## config.mk

```make
export PLATFORM = sky130hd
export DESIGN_NAME = input_debouncer
export DESIGN_NICKNAME = d
export VERILOG_FILES = /design/src/rtl/input_debouncer.sv
export SDC_FILE = /design/constraint.sdc
export NUM_CORES = 1
export LEC_CHECK = 0
export ABC_CLOCK_PERIOD_IN_PS = 4450
export BUFFER_PORTS_ARGS = -buffer_cell sky130_fd_sc_hd__clkbuf_2
export CAP_MARGIN = 20
export CORE_MARGIN = 2
export CORE_UTILIZATION = 40
export CTS_CLUSTER_SIZE = 12
export DETAILED_ROUTE_END_ITERATION = 10
export PLACE_DENSITY = 0.65
export SETUP_SLACK_MARGIN = 0.02
export SLEW_MARGIN = 40
export SYNTH_ARGS = -nofsm -noshare
export SYNTH_HDL_FRONTEND = slang
export SYNTH_SLANG_ARGS = --single-unit
```

## constraint.sdc

```tcl
create_clock -name clk -period 4.45 [get_ports clk]
set_input_delay 0.2225 -clock clk [delete_from_list [all_inputs] [get_ports clk]]
set_output_delay 0.2225 -clock clk [all_outputs]
set_load 0.02 [all_outputs]
```

## src/rtl/input_debouncer.sv

```systemverilog
// Per-channel synchronizer + debounce FSM for raw switches/buttons.
// Produces a clean level per channel and registered single-cycle rise/fall pulses.
//
// state       | meaning
// ------------+-----------------------------------------------------------
// STABLE_LOW  | accepted level 0, watching for s=1
// WAIT_HIGH   | s went high, counting consecutive high cycles in cnt
// STABLE_HIGH | accepted level 1, watching for s=0
// WAIT_LOW    | s went low, counting consecutive low cycles in cnt
module input_debouncer #(
  parameter int WIDTH       = 2,
  parameter int SYNC_STAGES = 2,
  parameter int CNT_MAX     = 500000
) (
  input  logic             clk,
  input  logic             rst_n,
  input  logic [WIDTH-1:0] raw_in,
  output logic [WIDTH-1:0] level_out,
  output logic [WIDTH-1:0] rise_pulse,
  output logic [WIDTH-1:0] fall_pulse
);

  localparam int CW = $clog2(CNT_MAX + 1);
  localparam logic [CW-1:0] CNT_TOP = CW'(CNT_MAX);

  typedef enum logic [1:0] {
    STABLE_LOW  = 2'd0,
    WAIT_HIGH   = 2'd1,
    STABLE_HIGH = 2'd2,
    WAIT_LOW    = 2'd3
  } state_t;

  logic [WIDTH-1:0] sync_q [SYNC_STAGES];
  logic [WIDTH-1:0] s;
  state_t           state  [WIDTH];
  logic [CW-1:0]    cnt    [WIDTH];

  always_ff @(posedge clk or negedge rst_n) begin
    if (!rst_n) begin
      for (int k = 0; k < SYNC_STAGES; k++) begin
        sync_q[k] <= '0;
      end
    end else begin
      sync_q[0] <= raw_in;
      for (int k = 1; k < SYNC_STAGES; k++) begin
        sync_q[k] <= sync_q[k-1];
      end
    end
  end

  assign s = sync_q[SYNC_STAGES-1];

  // Pulses are set on the same edge that flips level_out, so each lasts one cycle.
  always_ff @(posedge clk or negedge rst_n) begin
    if (!rst_n) begin
      for (int i = 0; i < WIDTH; i++) begin
        state[i] <= STABLE_LOW;
        cnt[i]   <= '0;
      end
      level_out  <= '0;
      rise_pulse <= '0;
      fall_pulse <= '0;
    end else begin
      rise_pulse <= '0;
      fall_pulse <= '0;
      for (int i = 0; i < WIDTH; i++) begin
        case (state[i])
          STABLE_LOW: begin
            if (s[i]) begin
              state[i] <= WAIT_HIGH;
              cnt[i]   <= CW'(1);
            end
          end
          WAIT_HIGH: begin
            if (!s[i]) begin
              state[i] <= STABLE_LOW;
              cnt[i]   <= '0;
            end else if (cnt[i] == CNT_TOP) begin
              state[i]      <= STABLE_HIGH;
              cnt[i]        <= '0;
              level_out[i]  <= 1'b1;
              rise_pulse[i] <= 1'b1;
            end else begin
              cnt[i] <= cnt[i] + 1'b1;
            end
          end
          STABLE_HIGH: begin
            if (!s[i]) begin
              state[i] <= WAIT_LOW;
              cnt[i]   <= CW'(1);
            end
          end
          WAIT_LOW: begin
            if (s[i]) begin
              state[i] <= STABLE_HIGH;
              cnt[i]   <= '0;
            end else if (cnt[i] == CNT_TOP) begin
              state[i]      <= STABLE_LOW;
              cnt[i]        <= '0;
              level_out[i]  <= 1'b0;
              fall_pulse[i] <= 1'b1;
            end else begin
              cnt[i] <= cnt[i] + 1'b1;
            end
          end
          default: begin
            state[i] <= STABLE_LOW;
            cnt[i]   <= '0;
          end
        endcase
      end
    end
  end

endmodule

```

== Word-level counts from Yosys, hierarchy flattened ==
Cells that the tools add are included.

* Memories: 0
* Output and inout bits: 6
* Flip-flop bits (word level): 52
* RAM bits: 0
* Bits in latches: 0
* Bits in read-only memories: 0
* Logic and storage cells: 92

* Magnitude comparators: 0
* Bitwise operators: 0
* Multipliers: 0
* Shift-type cells: 0
* Multiplexer cells: 46
* Equality and inequality tests: 24
* Div/mod/pow operators: 0
* $add $sub $neg: 2
* Reduce and logical (&&, ||, !) cells: 10

{| class="wikitable"
|+ Operators by type and width
! cell !! count
|-
| 19-bit two-way mux || 10
|-
| 19-bit one-hot mux with 4 select lines || 2
|-
| 19-bit by 1-bit adder with 19-bit output, second input constant || 2
|-
| 19-bit equality test, second input constant || 2
|-
| 2-bit two-way mux || 12
|-
| 2-bit inequality test, second input constant || 12
|-
| 1-bit two-way mux || 18
|-
| 2-bit one-hot mux with 4 select lines || 2
|-
| 3-bit inequality test, second input constant || 4
|-
| 5-bit AND reduction || 2
|-
| 2-bit equality test, second input constant || 4
|-
| 4-bit AND reduction || 2
|-
| 2-bit by 1-bit equality test with 1-bit output, second input constant || 2
|-
| 2-bit zero test || 2
|-
| 1-bit one-hot mux with 2 select lines || 2
|-
| 2-bit AND reduction || 2
|-
| 2-bit nonzero test || 2
|}

== Depth between registers and ports, before layout ==
Gate-level depths: netlist of the first run.

* Word-level depth: 4
* Mapped depth: 8

== Worst setup path after synthesis of the first run ==
Ideal clock, no wire load.

* Path kind: register -> register
* Start point: register cnt[0] in the netlist's numbering
* End point: register cnt[18] in the netlist's numbering
* Path buffers: 1
* Stages on the path, launching flop included: 9
* Clock period less this slack: 1.933 ns
* Data arrival time: 1.815 ns
* Path slack: 2.517 ns
* Data required time: 4.332 ns
* Cells stage by stage: dfrtp_1 > inv_1 > ha_1 > or4b_1 > nor3_4 > a21oi_2 > buf_6 > a21o_1 > a21o_1

* Longest elaborated chain between the ends: 4
* Elaborated cells between the ends (all ways): 6

{| class="wikitable"
|+ RTL lines
! element !! RTL line !! source
|-
| start, declared || 36 || <nowiki>logic [CW-1:0] cnt [WIDTH];</nowiki>
|-
| start signal, assigned by index || 84 || <nowiki>cnt[i] <= cnt[i] + 1'b1;</nowiki>
|-
| start signal, assigned by index || 103 || <nowiki>cnt[i] <= cnt[i] + 1'b1;</nowiki>
|-
| 19-bit by 1-bit adder with 19-bit output or 19-bit equality test (tied branches) || - ||
|-
| 19-bit two-way mux (*) || 78, 97 ||
|-
| 19-bit two-way mux, on equally long branches || 94, 75 ||
|-
| 19-bit one-hot mux with 4 select lines (*) || 67 || <nowiki>case (state[i])</nowiki>
|}

Mark *: on every way between the ends. The rest lies on a longest branch, timed or not.
A chain may end at the register's enable or synchronous reset.

== Final worst setup path of the first run ==
* Start point: register cnt[29] in the netlist's numbering
* End point: register cnt[33] in the netlist's numbering

The elaborated chain is that of the path after synthesis.

==> results of run 1 <==
==> cell type report <==
cell class	count	area, µm²	share of cell area
Sequential cell	52	1300	0.444
Clock buffer	5	68.8	0.0235
Multi-Input combinational cell	208	1310	0.448
Inverter	11	41.3	0.0141
Timing Repair Buffer	13	80.1	0.0273
Clock inverter	3	28.8	0.00982
Tap cell	77	96.3	0.0329
==> worst max-delay path, cell delays in order, from the launching register on <==
cell	delay [ps]
dfrtp_1	460
or4b_4	580
nor4_4	300
a21oi_2	180
buf_4	260
a21o_1	180
a22o_1	210
==> cell usage in the layout (no fill, tap or decap), types with 4 or more instances in the layout <==
master | Yosys | layout
nand2_1 | 26 | 26
dfrtp_1 | 52 | 52
and3_1 | 6 | 6
or2_2 | 4 | 4
mux2i_1 | 7 | 7
nand3_1 | 20 | 20
a21oi_1 | 25 | 25
inv_1 | 11 | 11
clkbuf_8 | 0 | 5
and2_1 | 4 | 4
a21o_1 | 8 | 8
nor3_1 | 8 | 8
nor2_1 | 14 | 14
clkbuf_2 | 0 | 9
nand2b_1 | 6 | 6
a22o_1 | 5 | 5
nand4_1 | 7 | 7
a31oi_1 | 18 | 18
o21ai_0 | 10 | 10
ha_1 | 4 | 4
==> flip-flops by register name, indices dropped and copies added (netlist names), named ones only <==
register and flops:
cnt 38, fall_pulse 2, level_out 2, rise_pulse 2
s 2, state 2, sync_q 2
==> stage by stage <==
stage                     setup WS [ps]  cells  power [mW]  hold slack, ps
after floorplan                    2520    280       0.582           -73.1
after global placement             2230    359       0.607             332
after detailed placement           2170    359       0.610             333
after CTS                          2170    369       0.908            37.8
after global routing               2070    369       0.942            78.6
final                              2180    369       0.894          -0.646
==> power by group <==
part	internal (mW)	leakage (nW)	total [mW]	switching, mW
combinational	0.0307	0.540	0.0806	0.0499
clock	0.119	0.0511	0.293	0.174
sequential	0.493	0.705	0.521	0.0278
total	0.642	1.30	0.894	0.252
==> cells by family (layout without fill, tap and decap cells) <==
family	count (synthesis)	after routing	share of synthesized area
AO/OA/AOI/OAI	76	76	0.177
XOR/XNOR	4	4	0.0130
adder cells (fa/ha/maj)	4	4	0.0185
buffers and inverters	20	32	0.0356
flip-flops	52	52	0.481
multiplexers	7	7	0.0259
AND/OR/NAND/NOR	117	117	0.249
==> routing by layer <==
layer  global-route usage  part of all wire
met5                    0                 0
met4               0.0597             0.015
met3               0.0200             0.022
met2                0.230              0.46
met1                0.203              0.50
==> path summary, 6_finish.rpt <==
| check | to | slack, ps | startpoint |
|---|---|---|---|
| min | cnt[14]$_DFFE_PN0P_ | -0.6 | rst_n |
| min in group clk | s[0]$_DFF_PN0_ | 360 | sync_q[2]$_DFF_PN0_ |
| max reg2reg | cnt[33]$_DFFE_PN0P_ | 2180 | cnt[29]$_DFFE_PN0P_ |
| min reg2reg | s[0]$_DFF_PN0_ | 360 | sync_q[2]$_DFF_PN0_ |
| max in group asynchronous | cnt[21]$_DFFE_PN0P_ | 4020 | rst_n |
| max | cnt[33]$_DFFE_PN0P_ | 2180 | cnt[29]$_DFFE_PN0P_ |
==> timing repair <==
action                    in CTS  in global routing
hold buffers                   2                  0
gates resized for setup        0                  0
hold endpoints to repair       2                  0
==> flow_metrics.py, run 1 <==
metrics = {
    "synth": {
        "synth_most_common_cell": "dfrtp_1",
        "yosys.area.top_type": "dfrtp_1",
        "synth_ff_type": "dfrtp_1",
        "avgSynthCellArea_um2": 9.66,
        "synthCells": 280,
        "synth_async_sr_flop_share": 1.00,
        "synth_edf_count": 0,
        "synth_commonest_cells": "dfrtp_1, nand2_1, a21oi_1",
        "synth_area_um2": 2700,
        "syn_nets": 288,
        "ys.warnings.count": 0,
        "synth_cell_types": 48,
        "synth_top_area_share": 0.481,
        "synth_area_leaders": "dfrtp_1, a21oi_1, a31oi_1, nand3_1, nand2_1",
        "synth-seq-cells": 52,
        "yosysSeqAreaShare": 0.481,
    },
    "power_and_ir_drop": {
        "leakage_nw": 1.30,
        "cellPowerDensity_nw_per_um2": 305,
        "ir_worst_vdd_mv": 0.202,
    },
    "global_routing": {
        "grt_max_degree": 53,
        "grt_pass1_wl_um": 8720,
        "gr-total-overflow": 0,
        "grt_pass1_vias": 1909,
        "antenna_found_initial": 0,
        "grt_usage": 0.146,
    },
    "route": {
        "final_antenna_net_count": 0,
        "drc": 0,
        "num_vias": 2094,
        "first_pass_iters": 4,
        "drt_iter0_markers": 150,
        "viasPerCell": 5.67,
        "routedWlPerCell_um": 13.5,
        "totalWireLength_um": 4990,
    },
    "sta": {
        "fin_hold_ws_ps": -0.646,
        "period_share": 0.510,
        "timing_worst_slew_pin_value_ps": 740,
        "drv_slew": 0,
        "fmax_mhz": 440,
        "setup_viol": 0,
        "finalClockSkew_ps": 6.28,
        "hold_viol": 2,
        "rsz0062_at_grt": "no",
        "tns_ps": 0,
        "period_minus_slack_ps": 2270,
        "relSlewSlack": 0.505,
    },
    "clock_tree": {
        "cts_sinks": 52,
        "cts_root_buf": "clkbuf_8",
        "path_clk_slew_ps": 100,
        "post_cts_buffers": 0,
        "clock_path_buffers": 2,
        "insertion_delay_ps": 310,
        "cts_buffers": 5,
        "cts_tree": "done",
        "htree_levels": 2,
    },
    "worst_setup_path": {
        "cp.required_ps": 4660,
        "ff2ff_path_depth": 6,
        "crit_type": "reg -> reg",
        "start_kind": "register",
        "cp-end-kind": "register",
        "path_max_fanout": 24,
        "arrival_ps": 2480,
    },
    "place": {
        "io_buffers": 9,
        "routabilityCongestion": 0.802,
        "dpl-instance-area_um2": 2810,
        "dp_hpwl_um": 3400,
    },
    "final_layout": {
        "drive_above_1_share": 0.110,
        "fin_nets": 299,
        "postLayoutCoreUtil": 0.454,
        "fill_cells": 627,
        "area_growth_pct": 8.38,
        "num_antenna_cells": 0,
        "final_area_um2": 2930,
    },
    "floorplanning": {
        "io_pins": 10,
        "fp.coreArea_um2": 6460,
        "die_w_um": 86.2,
        "num_rows": 29,
        "die-area_um2": 7430,
        "start_util": 0.419,
        "die_y_um": 86.2,
    },
    "run": {
        "cap_violations": 0,
    },
    "status": {
        "status": "finished, violations left",
        "violations": "hold timing",
    },
    "worst_hold_path": {
        "hold_path_class": "in -> async",
    },
}
(Power assumes the default switching activity.)
==> run 2: changes to the inputs <==
Settings changed: ABC_CLOCK_PERIOD_IN_PS 4450 to 2050, PLACE_DENSITY 0.65 to 0.67.
Clock period 4.45 ns to 2.05 ns, I/O delays scaled along.
==> run 2 against run 1 <==
Net effect: die area did not move; critical path depth rose by 2; highest routed layer unchanged; non-clock buffer count rose by 44; global-route usage rose by 1.8 points; combinational power rose to 4.4 times the previous value; register-to-register slack got worse by 2200 ps; wire length rose by 20%; the flow finishes with violations (setup timing); core utilization rose by 8.9 points.
==> flow_metrics.py, run 2 (synthesized netlist as in run 1, its figures left out) <==
metrics = {
    "final_layout": {
        "num_antenna_cells": 0,
        "largest-register": "cnt",
        "stdcell_count": 413,
        "final_common_cell": "dfrtp_1",
        "largest_register_ffs": 38,
        "drive_above_1_share": 0.313,
        "area_growth_pct": 29.6,
        "fin_nets": 343,
        "final_cell_mix": "dfrtp_1, buf_4, nand2_1",
    },
    "worst_hold_path": {
        "hold_path_class": "in -> async",
    },
    "worst_setup_path": {
        "worstPathCellList": "inv_2, ha_4, or4b_4, nor3_4, a21oi_4, buf_6, a21o_1, a22o_1",
        "start_kind": "register",
        "critical-path-top-delay-family": "simple AND/OR/NAND/NOR gates",
        "crit_type": "reg -> reg",
        "cp_slowest_cell": "or4b_4",
        "cp.required_ps": 2260,
        "path_max_fanout": 7,
        "rr_endpoint": "cnt[6]$_DFFE_PN0P_",
        "slowest_delay_ps": 460,
        "r2r_start": "cnt[0]$_DFFE_PN0P_",
        "cp-end-kind": "register",
        "cp-startpoint": "cnt[0]$_DFFE_PN0P_",
        "rrSetupSlack_ps": -20,
        "arrival_ps": 2290,
        "cp_num_buf_inv": 2,
        "ff2ff_path_depth": 8,
    },
    "sta": {
        "period_share": 1.01,
        "setup_viol": 2,
        "relSlewSlack": 0.534,
        "hold_viol": 0,
        "fin_hold_ws_ps": 356,
        "finalClockSkew_ps": 4.56,
        "fmax_mhz": 482,
        "timing_worst_slew_pin_value_ps": 699,
        "setup_slack_ps": -23.7,
        "rsz0062_at_grt": "yes",
        "drv_slew": 0,
        "period_minus_slack_ps": 2070,
    },
    "floorplanning": {
        "io_pins": 10,
        "start_util": 0.419,
        "die_w_um": 86.2,
        "fp.coreArea_um2": 6460,
        "num_rows": 29,
        "die_y_um": 86.2,
        "die-area_um2": 7430,
    },
    "global_routing": {
        "grt_pass1_wl_um": 9610,
        "grt_usage": 0.164,
        "grt_pass1_vias": 2124,
        "gr-total-overflow": 0,
        "antenna_found_initial": 0,
        "grt_max_degree": 28,
    },
    "power_and_ir_drop": {
        "cellPowerDensity_nw_per_um2": 631,
        "p_total_mw": 2.21,
        "leakage_nw": 1.58,
        "ir_worst_vdd_mv": 0.450,
    },
    "place": {
        "dp_hpwl_um": 3850,
        "routabilityCongestion": 0.844,
        "dpl.cell_count": 387,
        "io_buffers": 9,
    },
    "clock_tree": {
        "cts_buffers": 5,
        "htree_levels": 2,
        "cts_tree": "done",
        "cts_sinks": 52,
        "path_clk_slew_ps": 100,
        "insertion_delay_ps": 310,
        "clock_path_buffers": 2,
        "cts_root_buf": "clkbuf_8",
    },
    "route": {
        "drt_iter0_markers": 116,
        "viasPerCell": 5.55,
        "first_pass_iters": 4,
        "final_antenna_net_count": 0,
        "num_vias": 2292,
        "routedWlPerCell_um": 14.5,
        "totalWireLength_um": 5970,
        "drc": 0,
    },
    "run": {
        "cap_violations": 0,
    },
    "status": {
        "violations": "setup timing",
        "status": "finished, violations left",
    },
}
==> run 2: worst register-to-register path, stage by stage (launching register included) <==
cell,delay (ps)
dfrtp_1,410
inv_2,90
ha_4,120
or4b_4,460
nor3_4,290
a21oi_4,130
buf_6,160
a21o_1,150
a22o_1,170
==> run 2: metal layers <==
| layer | vias to the layer above | track usage | part of all wire |
|---|---|---|---|
| met3 | 9 | 0.0410 | 0.030 |
| met5 | - | 0 | 0 |
| met2 | 29 | 0.266 | 0.50 |
| met4 | 0 | 0.0597 | 0.014 |
| met1 | 1109 | 0.212 | 0.46 |
| li1 | 1145 | - | - |
==> run 2: timing repair <==
action / CTS / global route
hold buffers: 3 / 0
buffers inserted: 0 / 14
pin swaps: 0 / 18
gates resized for setup: 1 / 49
hold endpoints to repair: 28 / 0
endpoints found under the setup margin: 2 / 35
cloned: 0 / 1
==> run 2: area by class of cell <==
type                            instances  area (µm²)
Fill cell                             550        2950
Inverter                               11        41.3
Multi-Input combinational cell        208        1460
Sequential cell                        52        1300
Timing Repair Buffer                   57         482
Clock buffer                            6        82.6
Tap cell                               77        96.3
Clock inverter                          2        38.8
==> run 2: per-stage QoR <==
step | setup TNS (ps) | utilization | area (µm²) | setup slack [ps]
2_1_floorplan | 0 | - | 2700 | 117
3_3_place_gp | 0 | 0.471 | 3040 | 61.8
3_5_place_dp | 0 | 0.471 | 3040 | 43.4
4_1_cts | 0 | 0.495 | 3200 | 24.4
5_1_grt | -923 | 0.543 | 3500 | -95.2
6_report | -25.2 | 0.543 | 3500 | -23.7
==> run 2: how the worst max path moves through the flow <==
stage	depth (start not counted)	endpoint	slack, ps
3_5_place_dp	6	cnt[27]$_DFFE_PN0P_	40
6_report	8	cnt[6]$_DFFE_PN0P_	-20
5_1_grt	8	cnt[6]$_DFFE_PN0P_	-100
3_3_place_gp	5	cnt[33]$_DFFE_PN0P_	60
2_1_floorplan	8	cnt[18]$_DFFE_PN0P_	120
4_1_cts	8	cnt[9]$_DFFE_PN0P_	20
==> run 2: where the power goes <==
| part | switching [mW] | internal [mW] |
|---|---|---|
| registers | 0.0349 | 1.07 |
| logic | 0.181 | 0.170 |
| clock network | 0.358 | 0.400 |
==> run 3: changes to the inputs <==
Settings changed: ABC_CLOCK_PERIOD_IN_PS 2050 to 2100, PLACE_DENSITY 0.67 to 0.65, RECOVER_POWER set to 100.
Clock period 2.05 ns to 2.1 ns, I/O delays scaled along.
==> run 3 against run 2 <==
Net effect: the run now ends clean; hold slack improved by 1.8 ps; first-iteration DRC count fell by 7.8%; clock power fell by 5.5%; die area did not move; core utilization fell by 5.8 points; final cell count fell by 5.1%; critical path depth did not move; global-route usage fell by 0.24 points; register-to-register slack improved by 110 ps; clock skew rose by 6.9 ps; critical endpoint is now cnt[2]$_DFFE_PN0P_.
==> flow_metrics.py, run 3 (synthesized netlist as in run 1, its figures left out) <==
metrics = {
    "global_routing": {
        "antenna_found_initial": 0,
        "grt_pass1_wl_um": 9520,
        "grt_max_degree": 33,
        "gr-total-overflow": 0,
        "grt_usage": 0.161,
        "grt_pass1_vias": 2034,
    },
    "status": {
        "status": "finished, final reports clean",
    },
    "worst_setup_path": {
        "cp.depth": 8,
        "arrival_ps": 2210,
        "crit_type": "reg -> reg",
        "cp-end-kind": "register",
        "ff2ff_path_depth": 8,
        "rr_endpoint": "cnt[2]$_DFFE_PN0P_",
        "path_max_fanout": 16,
        "cp-startpoint": "cnt[1]$_DFFE_PN0P_",
        "cp_num_buf_inv": 2,
        "cp.required_ps": 2300,
        "slowest_delay_ps": 480,
        "r2r_start": "cnt[1]$_DFFE_PN0P_",
        "start_kind": "register",
        "critical-path-top-delay-family": "simple AND/OR/NAND/NOR gates",
        "rrSetupSlack_ps": 90,
        "cp_slowest_cell": "or4b_1",
        "worstPathCellList": "inv_1, ha_1, or4b_1, nor3_4, a21oi_2, buf_12, a21oi_1, a31oi_1",
        "endpoint": "cnt[2]$_DFFE_PN0P_",
    },
    "final_layout": {
        "fill_cells": 609,
        "multi_input_area_um2": 1310,
        "largest_register_ffs": 38,
        "final_area_um2": 3130,
        "largest-register": "cnt",
        "drive_above_1_share": 0.152,
        "seq_area_um2": 1300,
        "final_common_cell": "dfrtp_1",
        "final_cell_mix": "dfrtp_1, nand2_1, a21oi_1",
        "num_antenna_cells": 0,
        "area_growth_pct": 15.8,
        "fin_nets": 322,
    },
    "floorplanning": {
        "num_rows": 29,
        "die-area_um2": 7430,
        "die_y_um": 86.2,
        "fp.coreArea_um2": 6460,
        "io_pins": 10,
        "start_util": 0.419,
        "die_w_um": 86.2,
    },
    "place": {
        "dpl-instance-area_um2": 3000,
        "io_buffers": 9,
        "dp_hpwl_um": 3830,
        "routabilityCongestion": 0.834,
    },
    "clock_tree": {
        "clock_path_buffers": 2,
        "insertion_delay_ps": 320,
        "htree_levels": 2,
        "cts_tree": "done",
        "cts_root_buf": "clkbuf_8",
        "cts_sinks": 52,
        "cts_buffers": 5,
        "path_clk_slew_ps": 100,
        "post_cts_buffers": 0,
    },
    "sta": {
        "setup_viol": 0,
        "period_minus_slack_ps": 2010,
        "fin_hold_ws_ps": 358,
        "relSlewSlack": 0.497,
        "timing_worst_slew_pin_value_ps": 755,
        "fmax_mhz": 497,
        "rsz0062_at_grt": "yes",
        "hold_viol": 0,
        "drv_slew": 0,
        "finalClockSkew_ps": 11.5,
        "period_share": 0.958,
    },
    "route": {
        "drt_iter0_markers": 107,
        "num_vias": 2193,
        "totalWireLength_um": 5420,
        "first_pass_iters": 4,
        "drc": 0,
        "viasPerCell": 5.59,
        "routedWlPerCell_um": 13.8,
        "final_antenna_net_count": 0,
    },
    "power_and_ir_drop": {
        "ir_worst_vdd_mv": 0.445,
        "cellPowerDensity_nw_per_um2": 658,
        "leakage_nw": 1.41,
    },
    "run": {
        "cap_violations": 0,
    },
    "worst_hold_path": {
        "hold_path_class": "reg -> reg",
    },
}
==> run 3: routing by layer <==
layer,part of all wire,track usage,vias up
li1,-,-,1099
met1,0.51,0.241,1065
met2,0.45,0.231,22
met3,0.024,0.0314,7
met4,0.014,0.0611,0
met5,0,0,-
==> run 3: worst min path at each step <==
stage                             start                          to  slack [ps]  depth (start not counted)
detailed placement            raw_in[1]         sync_q[3]$_DFF_PN0_         210                          1
global route        sync_q[2]$_DFF_PN0_              s[0]$_DFF_PN0_         380                          0
CTS                 sync_q[2]$_DFF_PN0_              s[0]$_DFF_PN0_         360                          0
floorplan                         rst_n  asynchronous set/reset pin        -190                          0
global placement                  rst_n         cnt[12]$_DFFE_PN0P_         220                          1
finish              sync_q[2]$_DFF_PN0_              s[0]$_DFF_PN0_         360                          0
==> run 3: power breakdown <==
part	leakage, nW	internal [mW]	switching (mW)	total [mW]
clock	0.0600	0.362	0.353	0.715
combinational	0.641	0.117	0.147	0.264
sequential	0.705	1.04	0.0362	1.08
==> run 3: final cells by class <==
cell class | count | area share
timing repair buffer | 36 | 0.0839
clock inverter | 3 | 0.0148
tap | 77 | 0.0308
inverter | 11 | 0.0132
clock buffer | 5 | 0.0220
multi-input combinational | 208 | 0.420
sequential | 52 | 0.416
==> run 3: through the flow <==
| stage | power, mW | instances | util | setup TNS (ps) | setup WS, ps |
|---|---|---|---|---|---|
| floorplan | 1.23 | 280 | - | 0 | 167 |
| global placement | 1.35 | 381 | 0.464 | 0 | 120 |
| detailed placement | 1.36 | 381 | 0.464 | 0 | 80.4 |
| CTS | 2.08 | 392 | 0.486 | 0 | 77.4 |
| global route | 2.15 | 392 | 0.485 | -125 | -28.3 |
| finish | 2.06 | 392 | 0.485 | 0 | 88.5 |
==> run 3: timing repair <==
action,in CTS,in global routing
endpoints found under the hold margin,32,0
resized for setup,0,4
endpoints found under the setup margin,0,18
hold buffers,3,0
